==> src/rtl/shift_arbiter_pkg.sv <==
// shift_arbiter_pkg: shift encodings, command struct and reference shift function
//   Exports SH_LEFT/SH_RIGHT (lr), SH_LOGIC/SH_ARITH (al), cmd_t and shift_ref().
package shift_arbiter_pkg;
  localparam logic SH_LEFT  = 1'b1;
  localparam logic SH_RIGHT = 1'b0;
  localparam logic SH_LOGIC = 1'b0;
  localparam logic SH_ARITH = 1'b1;
  localparam int CMD_W   = 8;
  localparam int CMD_SHW = 3;
  typedef struct packed {
    logic [CMD_W-1:0]   din;
    logic [CMD_SHW-1:0] shamt;
    logic               lr;
    logic               al;
  } cmd_t;
  function automatic logic [CMD_W-1:0] shift_ref(input cmd_t c);
    if (c.lr == SH_LEFT) return c.din << c.shamt;
    if (c.al == SH_ARITH) return $unsigned($signed(c.din) >>> c.shamt);
    return c.din >> c.shamt;
  endfunction
endpackage

==> src/rtl/shift_arbiter_barrel_shifter.sv <==
// barrel_shifter: combinational log2(WIDTH)-stage left/right logical/arithmetic shifter
//   din/shamt/lr/al in, dout out; stage g shifts by 2**g when shamt[g] is set.
module barrel_shifter
  import shift_arbiter_pkg::*;
#(
  parameter int WIDTH = 8,
  parameter int SHW   = 3
) (
  input  logic [WIDTH-1:0] din,
  input  logic [SHW-1:0]   shamt,
  input  logic             lr,
  input  logic             al,
  output logic [WIDTH-1:0] dout
);
  logic [WIDTH-1:0] w_st [SHW+1];
  logic             w_fill;
  // Sign fill only matters for right shifts; left stages always insert zeros.
  assign w_fill  = (al == SH_ARITH) & din[WIDTH-1];
  assign w_st[0] = din;
  for (genvar g = 0; g < SHW; g++) begin : g_stage
    localparam int S = 1 << g;
    assign w_st[g+1] = !shamt[g] ? w_st[g] :
                       (lr == SH_LEFT) ? {w_st[g][WIDTH-S-1:0], {S{1'b0}}} :
                       {{S{w_fill}}, w_st[g][WIDTH-1:S]};
  end
  assign dout = w_st[SHW];
endmodule

==> src/rtl/shift_arbiter.sv <==
// shift_arbiter: round-robin sharing of one barrel shifter between two requesters
//   clk/rst (async, active-high); reqN_valid/ready/din/shamt/lr/al per requester;
//   out_valid/out_ready/out_dout/out_id registered result stage.
module shift_arbiter
  import shift_arbiter_pkg::*;
#(
  parameter int   WIDTH     = 8,
  parameter int   SHW       = 3,
  parameter logic PRIO_INIT = 1'b0
) (
  input  logic             clk,
  input  logic             rst,
  input  logic             req0_valid,
  output logic             req0_ready,
  input  logic [WIDTH-1:0] req0_din,
  input  logic [SHW-1:0]   req0_shamt,
  input  logic             req0_lr,
  input  logic             req0_al,
  input  logic             req1_valid,
  output logic             req1_ready,
  input  logic [WIDTH-1:0] req1_din,
  input  logic [SHW-1:0]   req1_shamt,
  input  logic             req1_lr,
  input  logic             req1_al,
  output logic             out_valid,
  input  logic             out_ready,
  output logic [WIDTH-1:0] out_dout,
  output logic             out_id
);
  logic             r_prio, r_valid, r_id;
  logic [WIDTH-1:0] r_dout;
  logic             w_pipe_ready, w_any, w_gnt, w_xfer;
  logic [WIDTH-1:0] w_din, w_sh;
  logic [SHW-1:0]   w_shamt;
  logic             w_lr, w_al;
  assign w_pipe_ready = !r_valid | out_ready;
  assign w_any        = req0_valid | req1_valid;
  // Single requester wins outright; a tie goes to the priority holder.
  assign w_gnt        = (req0_valid & req1_valid) ? r_prio : req1_valid;
  assign w_xfer       = w_any & w_pipe_ready & !rst;
  assign req0_ready   = w_pipe_ready & w_any & !w_gnt & !rst;
  assign req1_ready   = w_pipe_ready & w_any & w_gnt & !rst;
  assign w_din        = w_gnt ? req1_din : req0_din;
  assign w_shamt      = w_gnt ? req1_shamt : req0_shamt;
  assign w_lr         = w_gnt ? req1_lr : req0_lr;
  assign w_al         = w_gnt ? req1_al : req0_al;
  barrel_shifter #(.WIDTH(WIDTH), .SHW(SHW)) u_shifter (
    .din  (w_din),
    .shamt(w_shamt),
    .lr   (w_lr),
    .al   (w_al),
    .dout (w_sh)
  );
  always_ff @(posedge clk or posedge rst) begin
    if (rst) begin
      r_valid <= 1'b0;
      r_dout  <= '0;
      r_id    <= 1'b0;
      r_prio  <= PRIO_INIT;
    end else if (w_xfer) begin
      r_valid <= 1'b1;
      r_dout  <= w_sh;
      r_id    <= w_gnt;
      r_prio  <= ~w_gnt;
    end else if (out_ready) begin
      r_valid <= 1'b0;
    end
  end
  assign out_valid = r_valid;
  assign out_dout  = r_dout;
  assign out_id    = r_id;
endmodule
==> config.mk <==
export PLATFORM = sky130hd
export DESIGN_NAME = shift_arbiter
export DESIGN_NICKNAME = d
export VERILOG_FILES = /design/src/rtl/shift_arbiter_pkg.sv /design/src/rtl/shift_arbiter_barrel_shifter.sv /design/src/rtl/shift_arbiter.sv
export SDC_FILE = /design/constraint.sdc
export NUM_CORES = 1
export LEC_CHECK = 0
export BUFFER_PORTS_ARGS = -buffer_cell sky130_fd_sc_hd__buf_2
export CORE_UTILIZATION = 48
export CTS_CLUSTER_DIAMETER = 40
export DETAILED_ROUTE_END_ITERATION = 10
export MAX_ROUTING_LAYER = met4
export PLACE_DENSITY_LB_ADDON = 0.05
export SLEW_MARGIN = 20
export SYNTH_ARGS = -nofsm -noshare
export SYNTH_HDL_FRONTEND = slang
export SYNTH_SLANG_ARGS = --single-unit
export TNS_END_PERCENT = 20
==> constraint.sdc <==
create_clock -name clk -period 1.7 [get_ports clk]
set_input_delay 0.085 -clock clk [delete_from_list [all_inputs] [get_ports clk]]
set_output_delay 0.085 -clock clk [all_outputs]
set_load 0.03 [all_outputs]
==> qor.csv <==
metric,value,unit
width of the die,58.3,um
initial core utilization,0.503,
Cell variety after synth,54,
Final Cycle Share,1.11,
Max stage delay on crit path,0.42,ns
Fin. Hold Viols,0,
CTS tree,yes,
worst-skew pair later-pin latency,0.29,ns
Buf/Inv on CP,1,
asr flop ratio synth,1.00,
"Seq/Total Area, Yosys",0.181,
HP Class,input pin to register,
crit path DAT,2.11,ns
DRC,0,
pin count of the biggest net entering global routing,14,
Peak supply drop,622,uV
Slowest cell on crit path,dfrtp_1,
GRT Total Usage,0.338,
Max Fclk,531,MHz
Final Max Slew Viols,0,
standard-cell row count,20,
Layout area overhead,40.8,%
utilization after layout,0.709,
Die H,58.3,um
P_leak,0.968,nW
Die Area,3400,um^2
Synthesis Warnings,0,
vias,1865,
number of buffers on the longest clock path,2,
First DRT Iteration DRCs,94,
mean post-synth cell area,8.19,um^2
PnR worst setup slack,-0.183,ns
first-pass GRT wire length,8320,um
hold slack,0.124,ns
initial antenna violation count,0,
Final Wtd Congestion,1.08,
Setup CP Type,register to register,
CTS Root Cell,clkbuf_4,
IO Pins,43,
Top Family by Delay on Critical Path,compound AO/OA/AOI/OAI gates,
number of max-cap violations,0,
post-route cell area,2150,um^2
Port Buf Inserts,42,
HPWL after detailed placement,4190,um
min Tclk post-route,1.88,ns
"FF+latch count, synth",11,
Clock Skew,0.0157,ns
status,finished with violations,
Worst setup SP type,register,
TritonRoute pass-1 iters,4,
n_diodes,0,
clk slew on worst S/H paths,0.09,ns
RSZ-0062 raised after global routing,yes,
Pwr Total,1.44,mW
share of layout cells above drive strength 1,0.467,
Synth Cell Area,1520,um^2
CTS sink count,11,
drt wl/cell,17.9,um
H-tree depth,1,
Least-Margin Pin Slew,0.408,ns
DRT antenna net count,0,
CTS Buf Count,3,
Final setup viols,9,
Slew HR,0.726,
number of synthesized flops with an enable pin,0,
Critical Path RT,1.93,ns
PwrDens,673,nW/um^2
CP cell instances,"nor2b_4, nor2_2, buf_4, a221oi_4, a21bo_2, a32oi_2, o221a_2",
vias in the first global route,1733,
"Max FO, Critical Path",5,
nets,293,
Worst setup EP type,register,
Post-synth top flop,dfrtp_1,
vias per cell,6.11,
drt total wl,5450,um
Synth Net Count,217,
total gr overflow,0,
placed inst area,1970,um^2
CORE AREA,3030,um^2
failing checks,setup timing,
Syn Inst Count,186,
per-stage QoR:
stage,setup slack (ns),setup TNS [ns],std cells
2_1_floorplan,-0.0308,-0.0316,186
3_3_place_gp,-0.220,-1.31,294
3_5_place_dp,-0.220,-1.37,294
4_1_cts,-0.178,-0.969,302
5_1_grt,-0.297,-1.86,305
6_report,-0.183,-1.00,305
cell usage in the layout, fill, tap and decap left out, types with 2 or more instances in the layout:
| cell | instances |
|---|---|
| o221a_2 | 3 |
| a31oi_1 | 4 |
| o21a_1 | 3 |
| mux2i_2 | 2 |
| nor2_2 | 2 |
| a21oi_2 | 3 |
| mux2_2 | 6 |
| dfrtp_1 | 11 |
| nor2_1 | 18 |
| nand3b_1 | 4 |
| nor2_4 | 2 |
| o21ai_1 | 3 |
| buf_6 | 2 |
| o2111ai_1 | 3 |
| a221oi_1 | 2 |
| nor3_1 | 4 |
| buf_4 | 38 |
| a211oi_1 | 2 |
| nor2b_1 | 2 |
| nand3_1 | 2 |
| a21boi_0 | 2 |
| mux2i_1 | 15 |
| buf_2 | 42 |
| a311oi_1 | 2 |
| clkbuf_4 | 3 |
| nand2_1 | 14 |
| inv_1 | 2 |
| o21ai_0 | 6 |
| a221oi_2 | 2 |
| a211o_1 | 2 |
| o211ai_1 | 3 |
| a21oi_1 | 9 |
| nand2b_1 | 12 |
| o21ai_2 | 2 |
report_power, final:
| part | switching [mW] | internal [mW] | leakage (nW) |
|---|---|---|---|
| combinational | 0.506 | 0.394 | 0.825 |
| clock | 0.103 | 0.0911 | 0.0150 |
| sequential | 0.0325 | 0.318 | 0.128 |
| total | 0.642 | 0.803 | 0.968 |
worst reg2reg max path: stages (launching register included):
cell and delay, ns:
dfrtp_1 0.42, nor2b_4 0.27, nor2_2 0.13, buf_4 0.16
a221oi_4 0.25, a21bo_2 0.26, a32oi_2 0.15, o221a_2 0.21
sequential cells by signal, indices dropped and copies added (netlist names):
name and count:
out_valid 1, out_dout 8, out_id 1, r_prio 1
area by class of cell:
cell class	instances	area, um^2
Clock buffer	4	26.3
Fill cell	282	882
Inverter	3	11.3
Multi-Input combinational cell	159	1230
Sequential cell	11	275
Tap cell	44	55.1
Timing Repair Buffer	84	543
cells in the mapped netlist, types with 3 or more instances:
| library cell | instances | area, um^2 |
|---|---|---|
| nor2_1 | 20 | 75.1 |
| mux2i_1 | 17 | 170 |
| nand2_1 | 14 | 52.6 |
| nand2b_1 | 13 | 81.3 |
| a21oi_1 | 12 | 60.1 |
| dfrtp_1 | 11 | 275 |
| o21ai_0 | 9 | 45.0 |
| mux2_2 | 6 | 67.6 |
| buf_4 | 5 | 37.5 |
| a221oi_1 | 4 | 35.0 |
| a31oi_1 | 4 | 25.0 |
| clkbuf_1 | 4 | 15.0 |
| nand3b_1 | 4 | 30.0 |
| nor3_1 | 4 | 20.0 |
| o2111ai_1 | 3 | 26.3 |
| o211ai_1 | 3 | 22.5 |
| o21a_1 | 3 | 22.5 |
| o221a_2 | 3 | 33.8 |
metal layers:
layer  global-route usage  part of all wire
met1                0.425              0.41
met4                0.122             0.021
met5                    -                 0
met3               0.0659             0.083
met2                0.540              0.48
repair_timing:
action / in CTS / in global routing
resized for setup: 12 / 13
buffers inserted: 2 / 2
cloned: 1 / 1
pin swaps: 3 / 3
hold endpoints to repair: 11 / 0
hold buffers: 1 / 0
endpoints found under the setup margin: 9 / 9
logic make-up after synthesis:
logic type	count (synthesis)	synth area share
buffers and inverters	17	0.0665
multiplexers	26	0.190
AND/OR/NAND/NOR	67	0.241
flip-flops	11	0.181
AO/OA/AOI/OAI	65	0.322
path summary, 6_finish.rpt:
path,from,to,slack [ns],depth (start not counted)
min reg2reg,out_id,out_id,0.48,1
max in group asynchronous,rst,out_dout[5],1.20,4
max,r_prio,out_dout[6],-0.18,7
min,out_ready,out_valid,0.12,3
max reg2reg,r_prio,out_dout[6],-0.18,7
min in group asynchronous,rst,out_dout[7],0.33,4
Note: power is estimated with default switching activity, not from simulation.
